## config.mk

```make
export PLATFORM = sky130hd
export DESIGN_NAME = timer_mode_ctrl
export DESIGN_NICKNAME = d
export VERILOG_FILES = /design/src/rtl/timer_mode_ctrl.sv
export SDC_FILE = /design/constraint.sdc
export NUM_CORES = 1
export LEC_CHECK = 0
export ABC_AREA = 1
export BUFFER_PORTS_ARGS = -buffer_cell sky130_fd_sc_hd__buf_2
export CAP_MARGIN = 5
export CORE_ASPECT_RATIO = 0.8
export CORE_MARGIN = 10
export CORE_UTILIZATION = 30
export DETAILED_ROUTE_END_ITERATION = 12
export GPL_TIMING_DRIVEN = 0
export PLACE_DENSITY = 0.47
export SLEW_MARGIN = 20
export SYNTH_ARGS = -nofsm -noshare
export SYNTH_HDL_FRONTEND = slang
export SYNTH_SLANG_ARGS = --single-unit
```

## constraint.sdc

```tcl
create_clock -name clk -period 2.6 [get_ports clk]
set_input_delay 0.13 -clock clk [delete_from_list [all_inputs] [get_ports clk]]
set_output_delay 0.13 -clock clk [all_outputs]
set_load 0.01 [all_outputs]
```

## src/rtl/timer_mode_ctrl.sv

```systemverilog
// timer_mode_ctrl: mode/alarm controller for the digital clock.
// Turns two debounced buttons into a six-state mode machine, emits
// increment strobes and a hold to the time counters, owns the alarm
// registers, and drives the blink mask and beeper enable.
module timer_mode_ctrl #(
  parameter int RING_SECS = 30
) (
  input  logic       clk,
  input  logic       rst,
  input  logic       tick_1hz,
  input  logic       btn_mode,
  input  logic       btn_inc,
  input  logic [4:0] cur_hour,
  input  logic [5:0] cur_min,
  input  logic [5:0] cur_sec,
  output logic       hold,
  output logic       hour_inc,
  output logic       min_inc,
  output logic [4:0] alarm_hour,
  output logic [5:0] alarm_min,
  output logic       alarm_en,
  output logic [1:0] blink_mask,
  output logic       beep_en,
  output logic [2:0] mode
);

  typedef enum logic [2:0] {
    RUN   = 3'd0,
    SET_H = 3'd1,
    SET_M = 3'd2,
    AL_H  = 3'd3,
    AL_M  = 3'd4,
    RING  = 3'd5
  } state_t;

  localparam logic [5:0] RING_LAST = 6'(RING_SECS - 1);

  state_t     state, next_state;
  logic       mode_b_r, mode_b_q, inc_b_r, inc_b_q;
  logic       mode_edge, inc_edge, any_edge;
  logic       match, match_q, ring_start, ring_done;
  logic [5:0] ring_cnt;
  logic       phase;
  logic       hour_inc_d, min_inc_d, al_h_inc, al_m_inc, al_en_tgl;

  // The sync flops reset to 1 so a button held through reset never
  // looks like a fresh press once reset is released.
  assign mode_edge = mode_b_r & ~mode_b_q;
  assign inc_edge  = inc_b_r & ~inc_b_q;
  assign any_edge  = mode_edge | inc_edge;

  assign match = alarm_en && (cur_hour == alarm_hour) &&
                 (cur_min == alarm_min) && (cur_sec == 6'd0);
  // Only a fresh match seen while running starts the alarm; a match that
  // arrives in any other state is dropped rather than retried.
  assign ring_start = (state == RUN) && match && !match_q;
  assign ring_done  = tick_1hz && (ring_cnt == RING_LAST);

  assign mode = state;

  // Button synchronisers and match history.
  always_ff @(posedge clk or posedge rst) begin
    if (rst) begin
      mode_b_r <= 1'b1;
      mode_b_q <= 1'b1;
      inc_b_r  <= 1'b1;
      inc_b_q  <= 1'b1;
      match_q  <= 1'b0;
    end else begin
      // NOTE: non-blocking assignments make every flop sample the old value
      // of its source, so b_q lags b_r by exactly one cycle.
      mode_b_r <= btn_mode;
      mode_b_q <= mode_b_r;
      inc_b_r  <= btn_inc;
      inc_b_q  <= inc_b_r;
      match_q  <= match;
    end
  end

  // Next-state and strobe decode; a mode edge always wins over an inc edge.
  always_comb begin
    // NOTE: every output of this block gets a default first so no path
    // through the case leaves a signal unassigned and infers a latch.
    next_state = state;
    hour_inc_d = 1'b0;
    min_inc_d  = 1'b0;
    al_h_inc   = 1'b0;
    al_m_inc   = 1'b0;
    al_en_tgl  = 1'b0;
    case (state)
      RUN: begin
        if (ring_start)     next_state = RING;
        else if (mode_edge) next_state = SET_H;
        else if (inc_edge)  al_en_tgl  = 1'b1;
      end
      SET_H: begin
        if (mode_edge)     next_state = SET_M;
        else if (inc_edge) hour_inc_d = 1'b1;
      end
      SET_M: begin
        if (mode_edge)     next_state = AL_H;
        else if (inc_edge) min_inc_d  = 1'b1;
      end
      AL_H: begin
        if (mode_edge)     next_state = AL_M;
        else if (inc_edge) al_h_inc   = 1'b1;
      end
      AL_M: begin
        if (mode_edge)     next_state = RUN;
        else if (inc_edge) al_m_inc   = 1'b1;
      end
      RING: begin
        // Any press silences the alarm and is consumed here.
        if (any_edge || ring_done) next_state = RUN;
      end
      default: next_state = RUN;
    endcase
  end

  // State register and registered outputs.
  always_ff @(posedge clk or posedge rst) begin
    if (rst) begin
      state    <= RUN;
      hold     <= 1'b0;
      hour_inc <= 1'b0;
      min_inc  <= 1'b0;
      beep_en  <= 1'b0;
    end else begin
      state    <= next_state;
      hold     <= (next_state == SET_H) || (next_state == SET_M);
      hour_inc <= hour_inc_d;
      min_inc  <= min_inc_d;
      beep_en  <= (next_state == RING);
    end
  end

  // Alarm registers: hour wraps 23->0, minute wraps 59->0.
  always_ff @(posedge clk or posedge rst) begin
    if (rst) begin
      alarm_hour <= 5'd0;
      alarm_min  <= 6'd0;
      alarm_en   <= 1'b0;
    end else begin
      if (al_h_inc) alarm_hour <= (alarm_hour == 5'd23) ? 5'd0 : alarm_hour + 5'd1;
      if (al_m_inc) alarm_min  <= (alarm_min == 6'd59) ? 6'd0 : alarm_min + 6'd1;
      if (al_en_tgl) alarm_en  <= ~alarm_en;
    end
  end

  // Ring duration counter: held at zero outside RING so entry starts at 0.
  always_ff @(posedge clk or posedge rst) begin
    if (rst) begin
      ring_cnt <= 6'd0;
    end else if (state != RING) begin
      ring_cnt <= 6'd0;
    end else if (tick_1hz) begin
      ring_cnt <= ring_cnt + 6'd1;
    end
  end

  // Blink phase: toggles per second while setting, cleared otherwise.
  always_ff @(posedge clk or posedge rst) begin
    if (rst) begin
      phase <= 1'b0;
    end else if (next_state == RUN || next_state == RING) begin
      phase <= 1'b0;
    end else if (tick_1hz && state != RUN && state != RING) begin
      phase <= ~phase;
    end
  end

  // Blink mask selects the field being edited during the blank phase.
  always_comb begin
    blink_mask = 2'b00;
    if (phase) begin
      if (state == SET_H || state == AL_H)      blink_mask = 2'b10;
      else if (state == SET_M || state == AL_M) blink_mask = 2'b01;
    end
  end

endmodule

```

==> reports/metrics.yaml, run 1 <==
logic_synthesis:
  synth_edf_count: 0
  synthCells: 234
  syn_avg_cell_area_um2: 7.73
  ys_seq_area_frac: 0.432
  yosysUniqueCellTypes: 34
  ys.flop_type: "dfrtp_1"
  async_flop_share: 1.00
  synth_warnings: 0
  ys_ff_latch: 31
  synthesis.area_um2: 1810
  synth_nets: 260
setup_path:
  critPathMaxFanout: 6
  cp_top_family: "simple AND/OR/NAND/NOR gates"
  crit_top_cell: "nor2_1"
  cp.arrival_ns: 1.72
  max_stage_delay_ns: 0.53
  cp_data_required_time_ns: 2.74
  critPathKind: "reg -> reg"
  cpMaxStageDelayCell: "dfstp_2"
  crit_chain: "inv_1, nor2_1, nand2_2, nor3_1, nor2_1"
  worst-path-buf-inv: 1
  setup.worst_path.end_class: "flop"
  start_kind: "flop"
  r2r_setup_slack_ns: 1.02
place:
  gp_congestion: 0.790
  io_buffers: 41
  hpwl_mm: 3.31
  dpl.cell_count: 356
power:
  p_leak_uw: 0.00116
  peakVddDrop_mv: 0.322
  p_per_area_nw_per_um2: 733
  finalPower_uw: 1650
clock_tree:
  clkSinkCount: 31
  cts_tree: "done"
  numCtsBuffers: 5
  clk_latency_ns: 0.28
  clk_pin_slew_ns: 0.07
  htreeDepth: 2
  cts-root-buf: "clkbuf_8"
  clockBufferDepth: 2
  postCtsSetupBuffers: 0
timing:
  final.setup.tns_ns: 0
  drv_slew: 0
  whs_ns: 0.192
  post-route-period-util: 0.608
  setup_violations: 0
  tightest_slew_ns: 0.658
  max_freq_ghz: 0.633
  rsz0062_at_grt: "false"
  skew_ns: 0.00556
  hold_viol: 0
  slew_headroom: 0.561
  period_minus_slack_ns: 1.58
layout:
  multiInputGateArea_um2: 855
  antenna_cells: 0
  drive_gt1_frac: 0.301
  fin_cells: 367
  nets: 311
  syn_to_final_growth_pct: 24.1
  fillCellCount: 649
  regArea_um2: 781
die:
  die_w_um: 107
  ios: 43
  core_area_um2: 5880
  rows: 25
  initial_core_util: 0.308
  die_y_um: 89.5
  dieArea_um2: 9560
grt:
  grt_pass1_vias: 1620
  grt_pass1_wl_mm: 7.46
  grt_max_degree: 32
  grt_remaining_overflow: 0
  grtUsageTotal: 0.0975
  grt_antenna_before_repair: 0
run_status:
  outcome: "finished, final reports clean"
drt:
  vias: 1560
  routed_via_density: 4.25
  antenna_left: 0
  drt_iter0_markers: 64
  dr.pass1.iters: 4
  drc: 0
  totalWireLength_mm: 4.14
  wire_per_inst_um: 11.3
job:
  drv_cap: 0
worst_hold_path:
  holdCritPathClass: "in -> reg"
-- through the flow --
stage               setup WS (ns)  instance area, um^2   util
finish                       1.02                 2250  0.382
floorplan                    1.20                 1810      -
global route                0.839                 2250  0.382
CTS                         0.981                 2250  0.382
detailed placement          0.994                 2120  0.360
global placement             1.01                 2120  0.360
-- what timing repair did --
item | CTS | global route
hold buffers | 3 | 0
setup endpoints to repair | 0 | 0
gates resized for setup | 0 | 0
hold endpoints to repair | 29 | 0
-- synth_stat cells, drive strengths merged, types with 2 or more instances --
library cell / instances / area share
nor2: 27 / 0.077
a21boi: 2 / 0.017
nor3: 11 / 0.037
inv: 45 / 0.093
nor3b: 3 / 0.015
ha: 4 / 0.028
a21oi: 4 / 0.013
dfstp: 4 / 0.058
o21ai: 13 / 0.036
or2: 2 / 0.0069
nand3: 14 / 0.048
nand4: 2 / 0.0069
xor2: 4 / 0.019
dfrtp: 27 / 0.37
nand2: 64 / 0.14
o31ai: 2 / 0.0083
a31oi: 2 / 0.010
-- logic make-up after synthesis --
family,share of synthesized area
AND/OR/NAND/NOR,0.331
AO/OA/AOI/OAI,0.0892
flip-flops,0.432
buffers and inverters,0.0961
XOR/XNOR,0.0242
adder cells (fa/ha/maj),0.0277
-- final timing paths --
| check | start | endpoint | cells after the start |
|---|---|---|---|
| worst max-delay path | inc_b_r | alarm_min[5] | 5 |
| worst min-delay path | tick_1hz | ring_cnt[1] | 3 |
| worst max register to register | inc_b_r | alarm_min[5] | 5 |
| worst min register to register | inc_b_r | inc_b_q | 0 |
| max in group asynchronous | rst | mode[2] | 3 |
| min in group asynchronous | rst | match_q | 3 |
-- metal layers --
layer  global-route usage  wire length [um]  share of wire
met1                0.121              2060           0.50
met2                0.153              1740           0.42
met4               0.0368                54          0.013
met5                    0                 0              0
met3               0.0346               287          0.069
-- final cells by class --
cell class | count | share of cell area
Timing Repair Buffer | 44 | 0.105
Clock buffer | 8 | 0.0446
Multi-Input combinational cell | 157 | 0.381
Buffer | 1 | 0.00223
Inverter | 45 | 0.0752
Sequential cell | 31 | 0.348
Tap cell | 81 | 0.0451
-- where the power goes --
group | switching [uW] | total (uW) | internal [uW]
clock | 182 | 424 | 242
sequential | 87.8 | 652 | 564
combinational | 358 | 570 | 213
-- sequential cells by signal, indices dropped and copies added, names as in the netlist, 3 cells and up --
signal / flops
alarm_min: 6
alarm_hour: 5
mode: 3
ring_cnt: 6
-- worst reg2reg max path: stages, from the launching register on --
cell	delay, ns
dfstp_2	0.53
inv_1	0.04
nor2_1	0.10
nand2_2	0.15
nor3_1	0.51
nor2_1	0.11
-- cell usage in the layout (no fill, tap or decap), types with 2 or more instances in the layout --
master and n:
nor3b_1 2, nor3_1 10, o21ai_1 3, nor2_1 20, o31ai_1 2, buf_2 42, nand2_2 3, inv_1 31
nand3_1 12, inv_2 14, nand2_1 61, nor2_4 4, dlygate4sd3_1 3, a21oi_1 3, nand4_1 2, nor2_2 3
dfrtp_1 27, clkbuf_8 7, dfstp_2 4, xor2_1 4, o21ai_0 10, ha_1 4
Power figures use the tool's default switching activity.
==> run 2, diff against run 1 <==
--- a/config.mk
+++ b/config.mk
@@ -13,7 +13,7 @@
 export CORE_UTILIZATION = 30
 export DETAILED_ROUTE_END_ITERATION = 12
 export GPL_TIMING_DRIVEN = 0
-export PLACE_DENSITY = 0.47
+export PLACE_DENSITY = 0.48
 export SLEW_MARGIN = 20
 export SYNTH_ARGS = -nofsm -noshare
 export SYNTH_HDL_FRONTEND = slang
==> constraint.sdc (replaced) <==
create_clock -name clk -period 1.3 [get_ports clk]
set_input_delay 0.065 -clock clk [delete_from_list [all_inputs] [get_ports clk]]
set_output_delay 0.065 -clock clk [all_outputs]
set_load 0.01 [all_outputs]
==> run 2 against run 1 <==
Net effect: the run now ends with negative setup slack left; flip-flop and latch count is the same; critical endpoint is now phase; critical path depth grew 5; final cell count rose by 7.6%; sequential share of layout area decreased by 5.2 points; highest routed layer unchanged; largest power group is now combinational cells; fmax grew 3.6%; register-to-register slack lost 1.2 ns.
==> reports/metrics.yaml, run 2 (same netlist as run 1, synthesis figures left out) <==
drt:
  vias: 1722  # was 1560
  totalWireLength_mm: 4.74  # was 4.14 mm
  routed_via_density: 4.36  # was 4.25
  dr.pass1.iters: 4  # unchanged
  antenna_left: 0  # unchanged
  wire_per_inst_um: 12.0  # was 11.3 um
  drt_iter0_markers: 28  # was 64
  drc: 0  # unchanged
timing:
  tightest_slew_ns: 0.666  # was 0.658 ns
  rsz0062_at_grt: "true"  # was false
  setup_violations: 15  # was 0
  post-route-period-util: 1.17  # was 0.608
  period_minus_slack_ns: 1.53  # was 1.58 ns
  finalWorstSetupSlack_ns: -0.226  # was 1.02 ns
  max_freq_ghz: 0.655  # was 0.633 GHz
  hold_viol: 0  # unchanged
  drv_slew: 0  # unchanged
  skew_ns: 0.00617  # was 0.00556 ns
  whs_ns: 0.118  # was 0.192 ns
  slew_headroom: 0.555  # was 0.561
clock_tree:
  clockBufferDepth: 2  # unchanged
  clk_pin_slew_ns: 0.07  # about the same
  clkSinkCount: 31  # unchanged
  clk_latency_ns: 0.29  # was 0.28 ns
  numCtsBuffers: 5  # unchanged
  cts-root-buf: "clkbuf_8"  # unchanged
  htreeDepth: 2  # unchanged
  cts_tree: "done"  # unchanged
layout:
  reg_top3: "alarm_min: 6 flops, ring_cnt: 6 flops, alarm_hour: 5 flops"  # unchanged
  utilization: 0.454  # was 0.382
  drive_gt1_frac: 0.503  # was 0.301
  fin_cells: 395  # was 367
  final_common_cell: "nand2_1"  # unchanged
  syn_to_final_growth_pct: 47.6  # was 24.1%
  stdcell_area_um2: 2670  # was 2250 um^2
  final_cell_mix: "52 x nand2_1, 42 x buf_2, 27 x inv_1"  # was 61 x nand2_1, 42 x buf_2, 31 x inv_1
  nets: 339  # was 311
  antenna_cells: 0  # unchanged
setup_path:
  r2r_setup_slack_ns: -0.23  # was 1.02 ns
  reg2regPathDepth: 10  # was 5
  r2r_end: "phase"  # was alarm_min[5]
  cp_data_required_time_ns: 1.48  # was 2.74 ns
  setup.worst_path.end_class: "flop"  # unchanged
  critPathKind: "reg -> reg"  # unchanged
  cp-startpoint: "alarm_hour[4]"  # was inc_b_r
  crit_end: "phase"  # was alarm_min[5]
  start_kind: "flop"  # unchanged
  cp.arrival_ns: 1.71  # was 1.72 ns
  critPathMaxFanout: 5  # was 6
  rr_startpoint: "alarm_hour[4]"  # was inc_b_r
die:
  die_y_um: 89.5  # unchanged
  die_w_um: 107  # unchanged
  core_area_um2: 5880  # unchanged
  rows: 25  # unchanged
  dieArea_um2: 9560  # unchanged
  ios: 43  # unchanged
  initial_core_util: 0.308  # unchanged
run_status:
  outcome: "complete, but fails checks"  # was finished, final reports clean
  violations: "negative setup slack"
grt:
  grt_max_degree: 32  # unchanged
  grtUsageTotal: 0.0991  # was 0.0975
  grt_pass1_wl_mm: 7.61  # was 7.46 mm
  grt_pass1_vias: 1618  # was 1620
  grt_antenna_before_repair: 0  # unchanged
  grt_remaining_overflow: 0  # unchanged
power:
  p_leak_uw: 0.00134  # was 0.00116 uW
  peakVddDrop_mv: 0.366  # was 0.322 mV
  p_per_area_nw_per_um2: 1400  # was 733 nW/um^2
place:
  dpl.cell_count: 356  # unchanged
  hpwl_mm: 3.35  # was 3.31 mm
  dpl_worst_slack_ns: -0.310  # was 0.994 ns
  place_area_um2: 2130  # was 2120 um^2
  io_buffers: 41  # unchanged
  gp_congestion: 0.812  # was 0.790
job:
  drv_cap: 0  # unchanged
worst_hold_path:
  holdCritPathClass: "in -> reg"  # unchanged
run 2: cell count changes in the layout (fill, tap and decap cells not counted), moves of 5 or more:
cell,delta
dfrtp_1,-6
nand3_2,+5
dfrtp_2,+6
buf_6,+7
buf_4,+21
o21ai_0,-6
nand3_1,-5
nand2_2,+7
nand2_1,-9
nor2_1,-8
nor2_4,+5
run 2: what timing repair did:
item / in CTS / in global routing
pin swaps: 5 / 22
hold buffers: 3 / 0
setup endpoints to repair: 17 / 27
gates resized for setup: 16 / 45
buffers inserted: 18 / 10
endpoints found under the hold margin: 29 / 0
run 2: worst min path at each step:
| stage | startpoint | to | slack (ns) | cells past startpoint |
|---|---|---|---|---|
| detailed placement | btn_inc | inc_b_r | 0.17 | 1 |
| floorplan | btn_inc | inc_b_r | 0.07 | 0 |
| finish | cur_min[0] | match_q | 0.12 | 4 |
| global placement | btn_mode | mode_b_r | 0.17 | 1 |
| global route | tick_1hz | ring_cnt[1] | 0.14 | 3 |
| CTS | tick_1hz | ring_cnt[1] | 0.11 | 3 |
run 2: area by class of cell:
class | instances | area (um^2)
Fill cell | 620 | 3210
Inverter | 45 | 174
Timing Repair Buffer | 72 | 472
Sequential cell | 31 | 788
Buffer | 1 | 5.00
Tap cell | 81 | 101
Multi-Input combinational cell | 157 | 1030
Clock buffer | 8 | 100
run 2: critical path, stage by stage, from the launching register on:
cell	delay [ns]
dfrtp_1	0.41
nand2_1	0.10
nand2_2	0.07
nor2_4	0.12
nand2_2	0.08
nor2_4	0.12
nand3_4	0.12
a21oi_2	0.17
nand2_1	0.08
nand2_1	0.09
nor2_2	0.04
run 2: stage by stage:
stage                     setup TNS, ns  total power [uW]
after global routing              -3.52              4010
final                             -1.54              3730
after detailed placement          -2.97              2500
after floorplan                  -0.541              2110
after global placement            -2.85              2490
after CTS                         -2.21              3530
run 2: routing by layer:
metal | GRT usage | share of wire | routed length [um] | vias to the layer above
met3 | 0.0425 | 0.069 | 327 | 8
met1 | 0.121 | 0.45 | 2140 | 787
met4 | 0.0368 | 0.017 | 79 | 0
met2 | 0.152 | 0.46 | 2200 | 33
li1 | - | - | - | 894
met5 | 0 | 0 | 0 | -
run 2: report_power, final:
part / total (uW) / switching [uW] / internal (uW)
clock: 846 / 363 / 483
sequential: 1340 / 198 / 1140
combinational: 1540 / 873 / 667
==> run 3, diff against run 2 <==
--- a/config.mk
+++ b/config.mk
@@ -10,10 +10,10 @@
 export CAP_MARGIN = 5
 export CORE_ASPECT_RATIO = 0.8
 export CORE_MARGIN = 10
-export CORE_UTILIZATION = 30
+export CORE_UTILIZATION = 48
 export DETAILED_ROUTE_END_ITERATION = 12
 export GPL_TIMING_DRIVEN = 0
-export PLACE_DENSITY = 0.48
+export PLACE_DENSITY = 0.72
 export SLEW_MARGIN = 20
 export SYNTH_ARGS = -nofsm -noshare
 export SYNTH_HDL_FRONTEND = slang
==> run 3 against run 2 <==
Net effect: the run still ends with negative setup slack left; clock skew shrank 0.0026 ns; largest cell class unchanged; non-clock buffer count grew 8; flip-flop and latch count is the same; final cell count shrank 7.6%; via count grew 11%; utilization grew 33 points; critical endpoint unchanged; power grew 12%; fmax shrank 5.9%; highest routed layer unchanged; design area grew 3.2%; combinational power grew 29%; count of clock-buffer cells in the layout is the same; sequential share of layout area shrank 0.96 points.
==> reports/metrics.yaml, run 3 (same netlist as run 1, synthesis figures left out) <==
layout:
  reg_top3: "alarm_min: 6 flops, ring_cnt: 6 flops, alarm_hour: 5 flops"  # unchanged
  final_common_cell: "nand2_1"  # unchanged
  syn_to_final_growth_pct: 52.3  # was 47.6%
  utilization: 0.783  # was 0.454
  stdcell_area_um2: 2760  # was 2670 um^2
  drive_gt1_frac: 0.550  # was 0.503
  nets: 347  # was 339
  final_cell_mix: "51 x nand2_1, 42 x buf_2, 27 x buf_4"  # was 52 x nand2_1, 42 x buf_2, 27 x inv_1
timing:
  skew_ns: 0.00355  # was 0.00617 ns
  max_freq_ghz: 0.617  # was 0.655 GHz
  post-route-period-util: 1.25  # was 1.17
  slew_headroom: 0.556  # was 0.555
  period_minus_slack_ns: 1.62  # was 1.53 ns
  drv_slew: 0  # unchanged
  rsz0062_at_grt: "true"  # unchanged
  final.setup.tns_ns: -2.81  # was -1.54 ns
  hold_viol: 0  # unchanged
  tightest_slew_ns: 0.665  # was 0.666 ns
  finalWorstSetupSlack_ns: -0.321  # was -0.226 ns
  setup_violations: 21  # was 15
place:
  io_buffers: 41  # unchanged
  hpwl_mm: 3.05  # was 3.35 mm
  place_area_um2: 2080  # was 2130 um^2
  gp_congestion: 0.854  # was 0.812
setup_path:
  start_kind: "flop"  # unchanged
  critPathKind: "reg -> reg"  # unchanged
  cp_data_required_time_ns: 1.49  # was 1.48 ns
  cp.arrival_ns: 1.81  # was 1.71 ns
  rr_startpoint: "mode_b_r"  # was alarm_hour[4]
  setup.worst_path.end_class: "flop"  # unchanged
  r2r_setup_slack_ns: -0.32  # was -0.23 ns
  critPathMaxFanout: 3  # was 5
  r2r_end: "phase"  # unchanged
  reg2regPathDepth: 10  # unchanged
die:
  core_area_um2: 3520  # was 5880 um^2
  rows: 19  # was 25
  ios: 43  # unchanged
  dieArea_um2: 6640  # was 9560 um^2
  die_y_um: 74.9  # was 89.5 um
  initial_core_util: 0.514  # was 0.308
  die_w_um: 88.6  # was 107 um
drt:
  vias: 1910  # was 1722
  wire_per_inst_um: 15.8  # was 12.0 um
  routed_via_density: 5.23  # was 4.36
  totalWireLength_mm: 5.77  # was 4.74 mm
  antenna_left: 0  # unchanged
  dr.pass1.iters: 4  # unchanged
  drc: 0  # unchanged
  drt_iter0_markers: 155  # was 28
clock_tree:
  clk_pin_slew_ns: 0.07  # about the same
  clk_latency_ns: 0.29  # about the same
  htreeDepth: 2  # unchanged
  numCtsBuffers: 5  # unchanged
  clkSinkCount: 31  # unchanged
  cts-root-buf: "clkbuf_8"  # unchanged
  clockBufferDepth: 2  # unchanged
  cts_tree: "done"  # unchanged
worst_hold_path:
  holdCritPathClass: "in -> reg"  # unchanged
  min_path_cells: 4  # unchanged
  min_from: "cur_min[0]"  # unchanged
  min_delay_worst_endpoint: "match_q"  # unchanged
power:
  p_per_area_nw_per_um2: 1510  # was 1400 nW/um^2
  peakVddDrop_mv: 0.811  # was 0.366 mV
  p_leak_uw: 0.00141  # was 0.00134 uW
job:
  drv_cap: 0  # unchanged
grt:
  grt_antenna_before_repair: 0  # unchanged
  grt_pass1_wl_mm: 7.56  # was 7.61 mm
  grt_pass1_vias: 1681  # was 1618
  grt_remaining_overflow: 0  # unchanged
  grtUsageTotal: 0.144  # was 0.0991
  grt_max_degree: 32  # unchanged
run_status:
  violations: "negative setup slack"  # unchanged
  outcome: "complete, but fails checks"  # unchanged
-- run 3: changes by cell type in the layout (fill, tap and decap cells not counted), sizes merged --
cell   delta
buf       +8
diode     +1
-- run 3: what timing repair did --
item                       4_1_cts  5_1_grt
gates resized for setup         33       48
setup buffers                   25       12
hold endpoints to repair        29        0
pin swaps                       13       17
hold buffers                     3        0
setup endpoints to repair       15       26
-- run 3: area by class of cell --
type                            instances  area, um^2
Clock buffer                            8         100
Buffer                                  1        5.00
Sequential cell                        31         787
Inverter                               45         174
Antenna cell                            1        2.50
Fill cell                             223         763
Tap cell                               42        52.6
Multi-Input combinational cell        157        1090
Timing Repair Buffer                   80         539
-- run 3: critical path: stages, from the launching register on --
cell     delay [ns]
dfstp_2        0.58
nand2_4        0.08
o21ai_1        0.12
inv_1          0.11
buf_4          0.15
a31oi_4        0.17
nand2_1        0.07
nand2_1        0.08
nand2_1        0.05
nand2_1        0.07
nor2_2         0.04
-- run 3: metrics by stage --
stage	power [uW]	instances	setup WS, ns	hold WS [ns]
2_1_floorplan	2110	234	-0.0929	0.0695
3_3_place_gp	2450	317	-0.261	0.170
3_5_place_dp	2490	317	-0.267	0.172
4_1_cts	3720	353	-0.180	0.115
5_1_grt	4420	364	-0.457	0.140
6_report	4170	365	-0.321	0.123
-- run 3: worst max path at each step --
stage | endpoint | cells past startpoint | slack (ns) | start
2_1_floorplan | alarm_min[4] | 7 | -0.09 | inc_b_r
3_3_place_gp | alarm_min[2] | 5 | -0.26 | mode_b_q
3_5_place_dp | alarm_min[4] | 7 | -0.27 | mode_b_q
4_1_cts | phase | 9 | -0.18 | mode_b_r
5_1_grt | phase | 11 | -0.46 | ring_cnt[4]
6_report | phase | 10 | -0.32 | mode_b_r
-- run 3: routing by layer --
metal	global-route usage	vias to the layer above	share of wire
li1	-	909	-
met1	0.167	902	0.40
met5	0	-	0
met3	0.0475	22	0.086
met4	0.0698	0	0.033
met2	0.237	77	0.48
-- run 3: where the power goes --
part	internal, uW	switching (uW)	total (uW)
Combinational	852	1130	1980
Clock	483	377	860
Sequential	1140	186	1330
